==> config.mk <==
export PLATFORM = sky130hd
export DESIGN_NAME = pipe_ctrl
export DESIGN_NICKNAME = d
export VERILOG_FILES = /design/src/rtl/pipe_ctrl.sv
export SDC_FILE = /design/constraint.sdc
export NUM_CORES = 1
export LEC_CHECK = 0
export ABC_AREA = 1
export BUFFER_PORTS_ARGS = -buffer_cell sky130_fd_sc_hd__buf_2
export CORE_AREA = 2 2 91 93
export DETAILED_ROUTE_END_ITERATION = 10
export DIE_AREA = 0 0 93 95
export PLACE_DENSITY = 0.68
export SYNTH_ARGS = -nofsm -noshare
export SYNTH_HDL_FRONTEND = slang
export SYNTH_SLANG_ARGS = --single-unit
==> constraint.sdc <==
create_clock -name clk -period 3 [get_ports clk]
set_clock_uncertainty 0.15 [all_clocks]
set_input_delay 0.3 -clock clk [delete_from_list [all_inputs] [get_ports clk]]
set_output_delay 0.3 -clock clk [all_outputs]
set_load 0.005 [all_outputs]
==> src/rtl/pipe_ctrl.sv <==
// pipe_ctrl: pipeline hazard/flush controller.
// Merges per-stage stall requests into a hold vector, turns precise mem-stage
// exceptions and branch mispredicts into a single-cycle flush with a redirect PC,
// and counts exception flushes. Flush/redirect/stall outputs are combinational
// so the commit stage can act on them in the same cycle they are raised.
module pipe_ctrl #(
    parameter logic [31:0] EXC_VECTOR = 32'hBFC00380
) (
    input  logic        clk,
    input  logic        rst,
    input  logic        stallreq_if_i,
    input  logic        stallreq_id_i,
    input  logic        stallreq_ex_i,
    input  logic        stallreq_mem_i,
    input  logic        exception_i,
    input  logic        exc_is_eret_i,
    input  logic [31:0] exc_epc_i,
    input  logic        mispredict_i,
    input  logic [31:0] mispredict_target_i,
    output logic [3:0]  stall_o,
    output logic        flush_o,
    output logic        flush_cause_o,
    output logic [31:0] new_pc_o,
    output logic [15:0] exc_cnt_o
);

    typedef enum logic [1:0] {
        IDLE     = 2'd0,
        EXC_WAIT = 2'd1,
        RECOVER  = 2'd2
    } state_t;

    state_t      state_r;
    state_t      state_nxt_s;
    logic [31:0] pend_pc_r;
    logic [31:0] pend_pc_nxt_s;
    logic [15:0] exc_cnt_r;
    logic [3:0]  stall_req_s;
    logic [31:0] exc_target_s;
    logic        flush_s;
    logic        flush_cause_s;
    logic [31:0] new_pc_s;
    logic [3:0]  stall_s;

    // Exception redirect target: ERET returns to EPC, everything else to the handler.
    always_comb begin
        if (exc_is_eret_i) begin
            exc_target_s = exc_epc_i;
        end else begin
            exc_target_s = EXC_VECTOR;
        end
    end

    // Stall-request priority encoder; deeper stages freeze everything upstream.
    always_comb begin
        if (stallreq_mem_i || stallreq_ex_i) begin
            stall_req_s = 4'b0111;
        end else if (stallreq_id_i) begin
            stall_req_s = 4'b0011;
        end else if (stallreq_if_i) begin
            stall_req_s = 4'b0001;
        end else begin
            stall_req_s = 4'b0000;
        end
    end

    // Next-state and zero-latency flush/redirect/stall decision.
    always_comb begin
        state_nxt_s   = state_r;
        pend_pc_nxt_s = pend_pc_r;
        flush_s       = 1'b0;
        flush_cause_s = 1'b0;
        new_pc_s      = 32'h0000_0000;
        stall_s       = stall_req_s;
        case (state_r)
            IDLE, RECOVER: begin
                if (exception_i) begin
                    if (!stallreq_mem_i) begin
                        flush_s       = 1'b1;
                        flush_cause_s = 1'b1;
                        new_pc_s      = exc_target_s;
                        stall_s       = 4'b0000;
                        state_nxt_s   = RECOVER;
                    end else begin
                        // Mem still busy: hold the front end and remember where to go.
                        stall_s       = 4'b0111;
                        pend_pc_nxt_s = exc_target_s;
                        state_nxt_s   = EXC_WAIT;
                    end
                end else if ((state_r == IDLE) && mispredict_i &&
                             !stallreq_ex_i && !stallreq_mem_i) begin
                    flush_s       = 1'b1;
                    flush_cause_s = 1'b0;
                    new_pc_s      = mispredict_target_i;
                    stall_s       = 4'b0000;
                    state_nxt_s   = RECOVER;
                end else begin
                    // Mispredict in RECOVER is the stale copy of the one just flushed.
                    state_nxt_s = IDLE;
                end
            end
            EXC_WAIT: begin
                if (stallreq_mem_i) begin
                    stall_s = 4'b0111;
                end else begin
                    flush_s       = 1'b1;
                    flush_cause_s = 1'b1;
                    new_pc_s      = pend_pc_r;
                    stall_s       = 4'b0000;
                    state_nxt_s   = RECOVER;
                end
            end
            default: begin
                state_nxt_s = IDLE;
            end
        endcase
    end

    // State and pending-target registers.
    always_ff @(posedge clk or negedge rst) begin
        if (!rst) begin
            state_r   <= IDLE;
            pend_pc_r <= 32'h0000_0000;
        end else begin
            state_r   <= state_nxt_s;
            pend_pc_r <= pend_pc_nxt_s;
        end
    end

    // Saturating count of exception flushes.
    always_ff @(posedge clk or negedge rst) begin
        if (!rst) begin
            exc_cnt_r <= 16'h0000;
        end else if (flush_s && flush_cause_s && (exc_cnt_r != 16'hFFFF)) begin
            exc_cnt_r <= exc_cnt_r + 16'h0001;
        end else begin
            exc_cnt_r <= exc_cnt_r;
        end
    end

    assign stall_o       = stall_s;
    assign flush_o       = flush_s;
    assign flush_cause_o = flush_cause_s;
    assign new_pc_o      = new_pc_s;
    assign exc_cnt_o     = exc_cnt_r;

endmodule

==> out/metrics.cfg <==
[synthesis]
syn_area_sq_mm=0.00309
ys_warn_count=0
post_synth_inst_count=436
syn_nets=510
postSynthAreaPerCell_sq_um=7.09
sequential_fraction_of_the_synthesis_area_pct=40.5
ys_ff_latch=50
ys_types=28

[floorplan]
core_area_sq_mm=0.00793
die_w_um=93
initial_utilization_pct=39.0
io-pin-count=127
placement_rows=33
die_h_um=95
fp.dieArea_sq_mm=0.00884

[sta]
clock.fmax_mhz=423
final.setup.worst_slack_ns=0.637
timing.slew.headroom_pct=25.6
timing_hold_violations_final=0
finalCriticalPeriod_ns=2.36
setup_violators_final=0
setup_total_negative_slack_ns=0
final_min_period_over_clock_period_pct=78.8
grt_setup_unrepaired=no
timing_worst_slew_pin_value_ns=1.12
finalMaxSlewViolations=0

[grt]
grt_usage_pct=19.7
vias_in_the_first_global_route=3032
global_route.overflow_total=0
maximum_number_of_pins_on_one_net_before_global_route_repair=51
grt_first_pass_wirelength_mm=14.1
grt_antenna_before_repair=0

[finish]
layout_cells_sized_above_1_pct=27.9
num-fill-cells=817
finished_cell_area_sq_mm=0.00388
finish.net_count=624
synthToLayoutAreaGrowth_pct=25.5
multi_input_area_sq_mm=0.00151
sequential_standard_cell_area_sq_mm=0.00125
final_core_util_pct=48.9
num_antenna_cells=0

[run_status]
run_status=complete, no violations

[critical_path]
critical_path.cell_chain=inv_2, nand2_1, buf_4, o221ai_1, buf_2
critPathMaxStageDelay_ns=0.43
cp_data_arrival_time_ns=1.91
slowest_cell_on_the_critical_path=sky130_fd_sc_hd__dfrtp_1
worst_setup_path_end_kind=primary output
worst_setup_path_start_kind=flop
required_ns=2.55
critPathMaxFanout=20
critical_path_type=reg2out

[clock_network]
clkTransAtPathRegs_ns=0.09
cts-root-buf=sky130_fd_sc_hd__clkbuf_8
holdBufCountCts=0
cts_max_level=2
cts.sinks=50
clock_insertion_delay_worst_skew_ns=0.30
post_cts_buffers=0
cts_tree=yes
cts-root-to-sink-buffers=2
cts-resized-gates=0
cts-buffers-inserted=5

[worst_hold_path]
worst_hold_path_type=in2async

[routing]
num_vias=3280
finalWirelength_mm=8.62
first_pass_iters=5
avgViaCountPerCell=5.00
post_drt_wl_per_cell_um=13.1
dr.first_iter.drc_count=208
antenna_violating_nets_post_route=0
drc=0

[pwr]
pwr_density_cell_mw_per_mm2=506
vdd.ir_drop.worst_mv=0.310
p_leak_uw=0.00201

[place]
place.gp.congestion=0.833
postPlaceCellArea_sq_mm=0.00379
hpwl_mm=6.28
dpl_worst_slack_ns=0.905
place.port_buffers=125

[run]
cap_viol_max_count=0

==> placed cells by master (no fill, tap or decap) <==
master and count:
sky130_fd_sc_hd__a21oi_1 30, sky130_fd_sc_hd__a31oi_1 1, sky130_fd_sc_hd__buf_2 125, sky130_fd_sc_hd__buf_4 8, sky130_fd_sc_hd__clkbuf_1 1, sky130_fd_sc_hd__clkbuf_8 6, sky130_fd_sc_hd__clkinv_2 1, sky130_fd_sc_hd__conb_1 1
sky130_fd_sc_hd__dfrtp_1 50, sky130_fd_sc_hd__ha_1 1, sky130_fd_sc_hd__inv_1 55, sky130_fd_sc_hd__inv_2 2, sky130_fd_sc_hd__nand2_1 101, sky130_fd_sc_hd__nand2_2 1, sky130_fd_sc_hd__nand3_1 39, sky130_fd_sc_hd__nand4_1 4
sky130_fd_sc_hd__nor2_1 62, sky130_fd_sc_hd__nor2_2 2, sky130_fd_sc_hd__nor2_4 2, sky130_fd_sc_hd__nor3_1 1, sky130_fd_sc_hd__nor3_2 1, sky130_fd_sc_hd__o2111ai_1 1, sky130_fd_sc_hd__o21ai_0 7, sky130_fd_sc_hd__o21ai_1 5
sky130_fd_sc_hd__o21ai_2 3, sky130_fd_sc_hd__o21bai_1 1, sky130_fd_sc_hd__o221ai_1 32, sky130_fd_sc_hd__or2_2 3, sky130_fd_sc_hd__xnor2_1 2, sky130_fd_sc_hd__xor2_1 3
==> power by group <==
group | switching (uW) | internal [uW]
Clock | 217 | 187
Combinational | 341 | 267
Sequential | 135 | 817
Total | 693 | 1270
==> logic make-up after synthesis <==
family          after synthesis  share of synthesized area [%]
compound gates               80                           17.4
xor+xnor                      5                           1.42
fa+ha+maj                     1                          0.405
buf+inv                      83                           10.9
flops                        50                           40.5
other cells                   1                          0.121
simple gates                216                           29.2
==> cell type report <==
class	instances	area share (%)
multi-input combinational	303	38.8
sequential	50	32.2
timing repair buffer	133	17.7
inverter	57	5.51
tap	105	3.39
clock buffer	7	2.23
clock inverter	1	0.129
==> through the flow <==
stage / total power (uW) / hold slack (ns) / std cells
global route: 2120 / 0.123 / 656
finish: 1960 / 0.0558 / 656
global placement: 1550 / 0.364 / 648
detailed placement: 1580 / 0.370 / 648
CTS: 1980 / 0.103 / 656
floorplan: 1310 / -0.146 / 436
==> layer usage <==
layer	GRT usage, %	vias to the layer above	part of all wire, %
met5	0	-	0
met4	5.64	0	1.4
met3	3.99	13	7.7
met2	32.2	133	46
met1	26.7	1474	45
li1	-	1660	-
==> path summary, 6_finish.rpt <==
| kind | startpoint | end | slack (ns) | depth (start not counted) |
|---|---|---|---|---|
| max | state_r[0]$_DFFE_PN0N_ | new_pc_o[21] | 0.64 | 5 |
| min | rst | pend_pc_r[24]$_DFFE_PN0P_ | 0.06 | 1 |
| max reg2reg | state_r[0]$_DFFE_PN0N_ | exc_cnt_o[5]$_DFFE_PN0P_ | 0.93 | 7 |
| min reg2reg | pend_pc_r[21]$_DFFE_PN0P_ | pend_pc_r[21]$_DFFE_PN0P_ | 0.38 | 2 |
| max in group asynchronous | rst | exc_cnt_o[10]$_DFFE_PN0P_ | 1.95 | 1 |
| min in group clk | exc_epc_i[5] | pend_pc_r[5]$_DFFE_PN0P_ | 0.11 | 3 |
==> Yosys cell counts, drive strengths merged <==
cell / number / area share, %
a21oi: 30 / 4.9
dfrtp: 50 / 40
inv: 57 / 6.9
or2: 3 / 0.61
o221ai: 32 / 9.1
nand4: 4 / 0.81
nand3: 39 / 6.3
o21ai: 15 / 2.8
xnor2: 2 / 0.57
clkbuf: 16 / 1.9
nor3: 2 / 0.32
o21bai: 1 / 0.24
xor2: 3 / 0.85
a31oi: 1 / 0.20
buf: 10 / 2.1
conb: 1 / 0.12
o2111ai: 1 / 0.28
nor2: 66 / 8.7
ha: 1 / 0.40
nand2: 102 / 12
==> worst max-delay path: cells and delay by family, from the launching register on <==
family,cells,cell delay [ns]
AOI/OAI and AO/OA,1,0.23
buffers and inverters,3,0.62
DFF,1,0.43
and+or+nand+nor,1,0.33
==> flip-flops by register name, indices dropped and copies added, names as in the netlist <==
name	count
exc_cnt_o	16
pend_pc_r	32
state_r	2
Power figures use the tool's default switching activity.
